File: src/rtl/serial_subtractor_pkg.sv
// Shared types and helpers for the bit-serial subtractor.
// Holds the FSM state encoding and the step-counter width calculation.
package serial_subtractor_pkg;

  typedef enum logic [1:0] {
    IDLE = 2'd0,
    RUN  = 2'd1,
    DONE = 2'd2
  } state_t;

  // The counter must reach BITS/STEP, hence the +1 before taking the log.
  function automatic int cnt_width(input int bits, input int step);
    return $clog2(bits / step + 1);
  endfunction

endpackage

File: src/rtl/subtractor_slice.sv
// Combinational WIDTH-bit ripple-borrow subtract slice: diff = a - b - borrow_in.
// Zero latency; no flow control.
module subtractor_slice
  import serial_subtractor_pkg::*;
#(
  parameter int WIDTH = 1
) (
  input  logic [WIDTH-1:0] a,
  input  logic [WIDTH-1:0] b,
  input  logic             borrow_in,
  output logic [WIDTH-1:0] diff,
  output logic             borrow_out
);

  logic chain;

  always_comb begin
    chain = borrow_in;
    diff  = '0;
    for (int i = 0; i < WIDTH; i++) begin
      diff[i] = a[i] ^ b[i] ^ chain;
      chain   = (~a[i] & b[i]) | (~(a[i] ^ b[i]) & chain);
    end
    borrow_out = chain;
  end

endmodule

File: src/rtl/serial_subtractor.sv
// Bit-serial subtractor, STEP bits per clock, LSB first; result valid BITS/STEP+1 cycles after accept.
// Backpressure: o_ready only in IDLE; DONE holds the result until i_ready.
module serial_subtractor
  import serial_subtractor_pkg::*;
#(
  parameter int BITS = 8,
  parameter int STEP = 1
) (
  input  logic            i_clock,
  input  logic            i_reset_n,
  input  logic            i_valid,
  output logic            o_ready,
  input  logic [BITS-1:0] i_minuend,
  input  logic [BITS-1:0] i_subtrahend,
  output logic            o_valid,
  input  logic            i_ready,
  output logic [BITS-1:0] o_difference,
  output logic            o_borrow,
  output logic            o_zero
);

  localparam int N  = BITS / STEP;
  localparam int CW = cnt_width(BITS, STEP);

  if (STEP < 1 || (BITS % STEP) != 0) begin : g_bad_step
    $error("serial_subtractor: STEP (%0d) must evenly divide BITS (%0d)", STEP, BITS);
  end

  state_t          state;
  state_t          state_nxt;
  logic [BITS-1:0] min_sr;
  logic [BITS-1:0] sub_sr;
  logic [BITS-1:0] res_sr;
  logic [BITS-1:0] res_shift;
  logic            borrow_r;
  logic [CW-1:0]   cnt;
  logic            last;
  logic [STEP-1:0] slice_diff;
  logic            slice_bout;

  subtractor_slice #(
    .WIDTH(STEP)
  ) u_slice (
    .a          (min_sr[STEP-1:0]),
    .b          (sub_sr[STEP-1:0]),
    .borrow_in  (borrow_r),
    .diff       (slice_diff),
    .borrow_out (slice_bout)
  );

  // New slice enters at the MSB so the finished word ends up LSB-aligned.
  if (STEP < BITS) begin : g_shift
    assign res_shift = {slice_diff, res_sr[BITS-1:STEP]};
  end else begin : g_full
    assign res_shift = slice_diff;
  end

  // Every slice is consumed once cnt reaches N; that extra RUN cycle loads the outputs.
  assign last = (cnt == CW'(N));

  always_ff @(posedge i_clock) begin
    if (!i_reset_n) begin
      state <= IDLE;
    end else begin
      state <= state_nxt;
    end
  end

  always_comb begin
    state_nxt = state;
    o_ready   = 1'b0;
    o_valid   = 1'b0;
    case (state)
      IDLE: begin
        o_ready = 1'b1;
        if (i_valid) state_nxt = RUN;
      end
      RUN: begin
        if (last) state_nxt = DONE;
      end
      DONE: begin
        o_valid = 1'b1;
        if (i_ready) state_nxt = IDLE;
      end
      default: state_nxt = IDLE;
    endcase
  end

  always_ff @(posedge i_clock) begin
    if (!i_reset_n) begin
      min_sr       <= '0;
      sub_sr       <= '0;
      res_sr       <= '0;
      borrow_r     <= 1'b0;
      cnt          <= '0;
      o_difference <= '0;
      o_borrow     <= 1'b0;
      o_zero       <= 1'b0;
    end else begin
      case (state)
        IDLE: begin
          if (i_valid) begin
            min_sr   <= i_minuend;
            sub_sr   <= i_subtrahend;
            borrow_r <= 1'b0;
            cnt      <= '0;
          end
        end
        RUN: begin
          if (last) begin
            o_difference <= res_sr;
            o_borrow     <= borrow_r;
            o_zero       <= (res_sr == '0);
          end else begin
            min_sr   <= min_sr >> STEP;
            sub_sr   <= sub_sr >> STEP;
            res_sr   <= res_shift;
            borrow_r <= slice_bout;
            cnt      <= cnt + CW'(1);
          end
        end
        default: ;
      endcase
    end
  end

endmodule
File: config.mk
export PLATFORM = sky130hd
export DESIGN_NAME = serial_subtractor
export DESIGN_NICKNAME = d
export VERILOG_FILES = /design/src/rtl/serial_subtractor_pkg.sv /design/src/rtl/subtractor_slice.sv /design/src/rtl/serial_subtractor.sv
export SDC_FILE = /design/constraint.sdc
export NUM_CORES = 1
export LEC_CHECK = 0
export CAP_MARGIN = 30
export CORE_ASPECT_RATIO = 0.7
export CORE_MARGIN = 3
export CORE_UTILIZATION = 52
export DETAILED_ROUTE_END_ITERATION = 12
export PLACE_DENSITY = 0.8
export SETUP_SLACK_MARGIN = 0.3
export SLEW_MARGIN = 40
export SYNTH_ARGS = -nofsm -noshare
export SYNTH_HDL_FRONTEND = slang
export SYNTH_SLANG_ARGS = --single-unit
File: constraint.sdc
create_clock -name i_clock -period 1.75 [get_ports i_clock]
set_input_delay 0.525 -clock i_clock [delete_from_list [all_inputs] [get_ports i_clock]]
set_output_delay 0.525 -clock i_clock [all_outputs]
set_load 0.05 [all_outputs]
==> reports/results.ini <==
[yosys]
synthMuxAreaShare_pct = 0
avgSynthCellArea_um2 = 8.735
syn-cell-area_um2 = 1904
synth_seq_area_share_pct = 43.10
synth_adder_area_share_pct = 2.365
synth_xor_xnor_area_share_pct = 0
syn_nets = 241
ys_types = 36
synth_compound_area_share_pct = 29.04
synth_top_family_by_area = compound AO/OA/AOI/OAI gates
synth_seq_cells = 41
yosysTopAreaCellShare_pct = 43.10
synthSimpleGateAreaFrac_pct = 17.74
synthCells = 218
ys_warn_count = 0
synth_top_area_cell = dfxtp_1
synthTopCellsByArea = dfxtp_1 43%, a21oi_1 9.7%, a311oi_2 7.9%, nand3_1 6.0%, o21ai_0 6.0%

[clock_network]
clk_pin_slew_worst_paths_ns = 0.08
clkLatencyLatePin_ns = 0.31
cts_root_buf = clkbuf_8
cts_tree = yes
cts.sinks = 41
cts-htree-levels = 2
clock_path_buffers = 2
cts_buffers = 5

[global_routing]
antenna_found_initial = 0
grt_max_degree = 38
grtUsageTotal_pct = 22.43
grt_pass1_vias = 1636
grt_first_pass_wirelength_mm = 7.886
grt-ovfl-total = 0

[critical_path]
crit_buf_inv = 1
crit_fanout = 4
worstSetupPathType = flip-flop to primary output
r2r_cells = 6
r2r_slack_ns = 0.28
r2r_end = min_sr[6]
crit_arrival_ns = 1.05
cpLargestDelayFamily = flip-flops
start_kind = flip-flop
worstPathRequired_ns = 1.22
crit_chain = and2b_2, buf_6
critPathLaunch = state[0]
crit_slowest_cell = dfxtp_4
r2r_start = state[0]
max_stage_delay_ns = 0.37
cp-end-kind = primary output

[timing]
report.final.slew_viol_count = 0
max-slew-margin-rel_pct = 77.19
worst_pin_slew_ns = 0.3390
rsz0062_at_grt = true
hold_violations = 0
min_period_ns = 1.573
finalClockSkew_ns = 0.01104
setup_viol = 0
fmax_mhz = 635.6
hold_slack_ns = 0.4715
fin_tns_setup_ns = 0
setup_ws_ns = 0.1766
finalCritPeriodShare_pct = 89.91

[min_path]
hp-class = flip-flop to flip-flop
min_path_cells = 2
holdCritStartpoint = sub_sr[1]
holdPathEnd = sub_sr[0]

[pwr]
leakage_nw = 0.9319
p_total_mw = 2.041
peakVddDrop_v = 0.0007819
power_density_nw_per_um2 = 789.0

[floorplanning]
std_cell_rows = 17
start_util_pct = 57.39
dieHeight_um = 56.63
core_region_area_um2 = 3318
io_pins = 32
die-area_um2 = 4436
dieWidth_um = 78.33

[finish]
seq_area_um2 = 828.3
fin_util_pct = 77.94
multi_input_comb_area_um2 = 943.4
area_growth_pct = 35.81
antenna_cells = 0
fin_nets = 279
filler_cell_count = 231
drive_gt1_share_pct = 23.83

[routing]
ant_nets = 0
drc_errors = 0
wl_mm = 4.609
dr.pass1.iters = 4
drtIter0Drc = 241
via_count = 1773
wire_per_inst_um = 15.21
via_per_inst = 5.851

[placement]
pre_cts_slack_ns = -0.1744
hpwlAfterDp_mm = 2.924
port-buffer-count = 31
gp_congestion = 0.7872

[status]
status = finished, final reports clean

[job]
maxCapViolCount = 0

[cell usage after synthesis]
cell      number
a211oi_1       1
a21oi_1       37
a22oi_1        1
a311oi_1       4
a311oi_2      10
a31oi_1        1
a32o_1         1
and2b_1        1
and2b_2        1
and3b_1        1
and4b_1        1
buf_12         1
buf_2          6
buf_4          4
buf_6          2
clkbuf_1       7
dfxtp_1       41
fa_1           1
ha_1           2
inv_1          5
nand2_1       28
nand2b_1       1
nand3_1       23
nand3b_1       1
nand4_1        1
nand4b_1       1
nor2_1         3
nor2_4         1
nor3_1         1
nor3b_1        1
nor4_1         2
o211ai_1       1
o21ai_0       23
o21ba_2        1
o21bai_4       1
or3_1          1
[per-layer routing]
metal	track usage [%]	share of wire, %	up-vias
met4	8.728	2.1	0
met2	31.34	45	68
met3	6.571	7.9	11
met5	0	0	-
li1	-	-	869
met1	32.21	45	825
[registers in the layout, indices dropped and copies added (netlist names)]
signal / count
min_sr: 8
sub_sr: 8
state: 2
o_borrow: 1
o_zero: 1
o_difference: 8
cnt: 4
borrow_r: 1
res_sr: 8
[report_power, final]
part	leakage [nW]	switching (mW)	internal, mW
sequential	0.337	0.0276	0.973
clock	0.0540	0.335	0.415
combinational	0.541	0.147	0.144
[metrics by stage]
step           area (um^2)  cells
3_3_place_gp          2390    289
6_report              2586    303
3_5_place_dp          2390    289
5_1_grt               2586    303
4_1_cts               2549    300
2_1_floorplan         1907    218
[area by class of cell]
| class | instances | area share [%] |
|---|---|---|
| tap | 47 | 2.274 |
| clock inverter | 2 | 1.355 |
| clock buffer | 5 | 2.661 |
| multi-input combinational | 152 | 36.48 |
| inverter | 5 | 0.7257 |
| sequential | 41 | 32.03 |
| timing repair buffer | 51 | 24.48 |
[timing repair]
| item | CTS | global route |
|---|---|---|
| buffers inserted | 4 | 2 |
| pin swaps | 1 | 1 |
| cloned | 0 | 1 |
| resized for setup | 7 | 14 |
| hold buffers | 0 | 0 |
| setup endpoints to repair | 33 | 31 |
[worst register-to-register path, cell delays in order, from the launching register on]
cell and delay, ns:
dfxtp_4 0.36, buf_4 0.14, buf_4 0.13, nand2b_1 0.18, buf_6 0.19, nand2_1 0.12, a311oi_2 0.27
[cell usage in the layout (no fill, tap or decap), types with 2 or more instances in the layout]
cell,synthesis,final
a311oi_2,10,10
nor2_1,3,2
o21ai_0,23,16
clkbuf_8,0,5
inv_1,5,5
nand3_1,23,23
nand2_1,28,28
buf_4,4,11
clkdlybuf4s50_1,0,18
o21ai_1,0,7
dfxtp_2,0,3
buf_12,1,15
a21oi_1,37,37
buf_6,2,5
dfxtp_1,41,37
nor4_1,2,2
a311oi_1,4,4
[worst max-delay path by stage]
| stage | slack (ns) | cells past startpoint | end |
|---|---|---|---|
| CTS | 0.16 | 2 | o_valid |
| detailed placement | -0.17 | 4 | sub_sr[5] |
| global placement | -0.14 | 4 | min_sr[1] |
| floorplan | 0.31 | 7 | min_sr[0] |
| global route | 0.14 | 2 | o_valid |
| finish | 0.18 | 2 | o_valid |
[logic make-up after synthesis]
logic type	Yosys count
compound gates	81
buf+inv	25
flops	41
simple gates	68
fa+ha+maj	3
(Power assumes the default switching activity.)
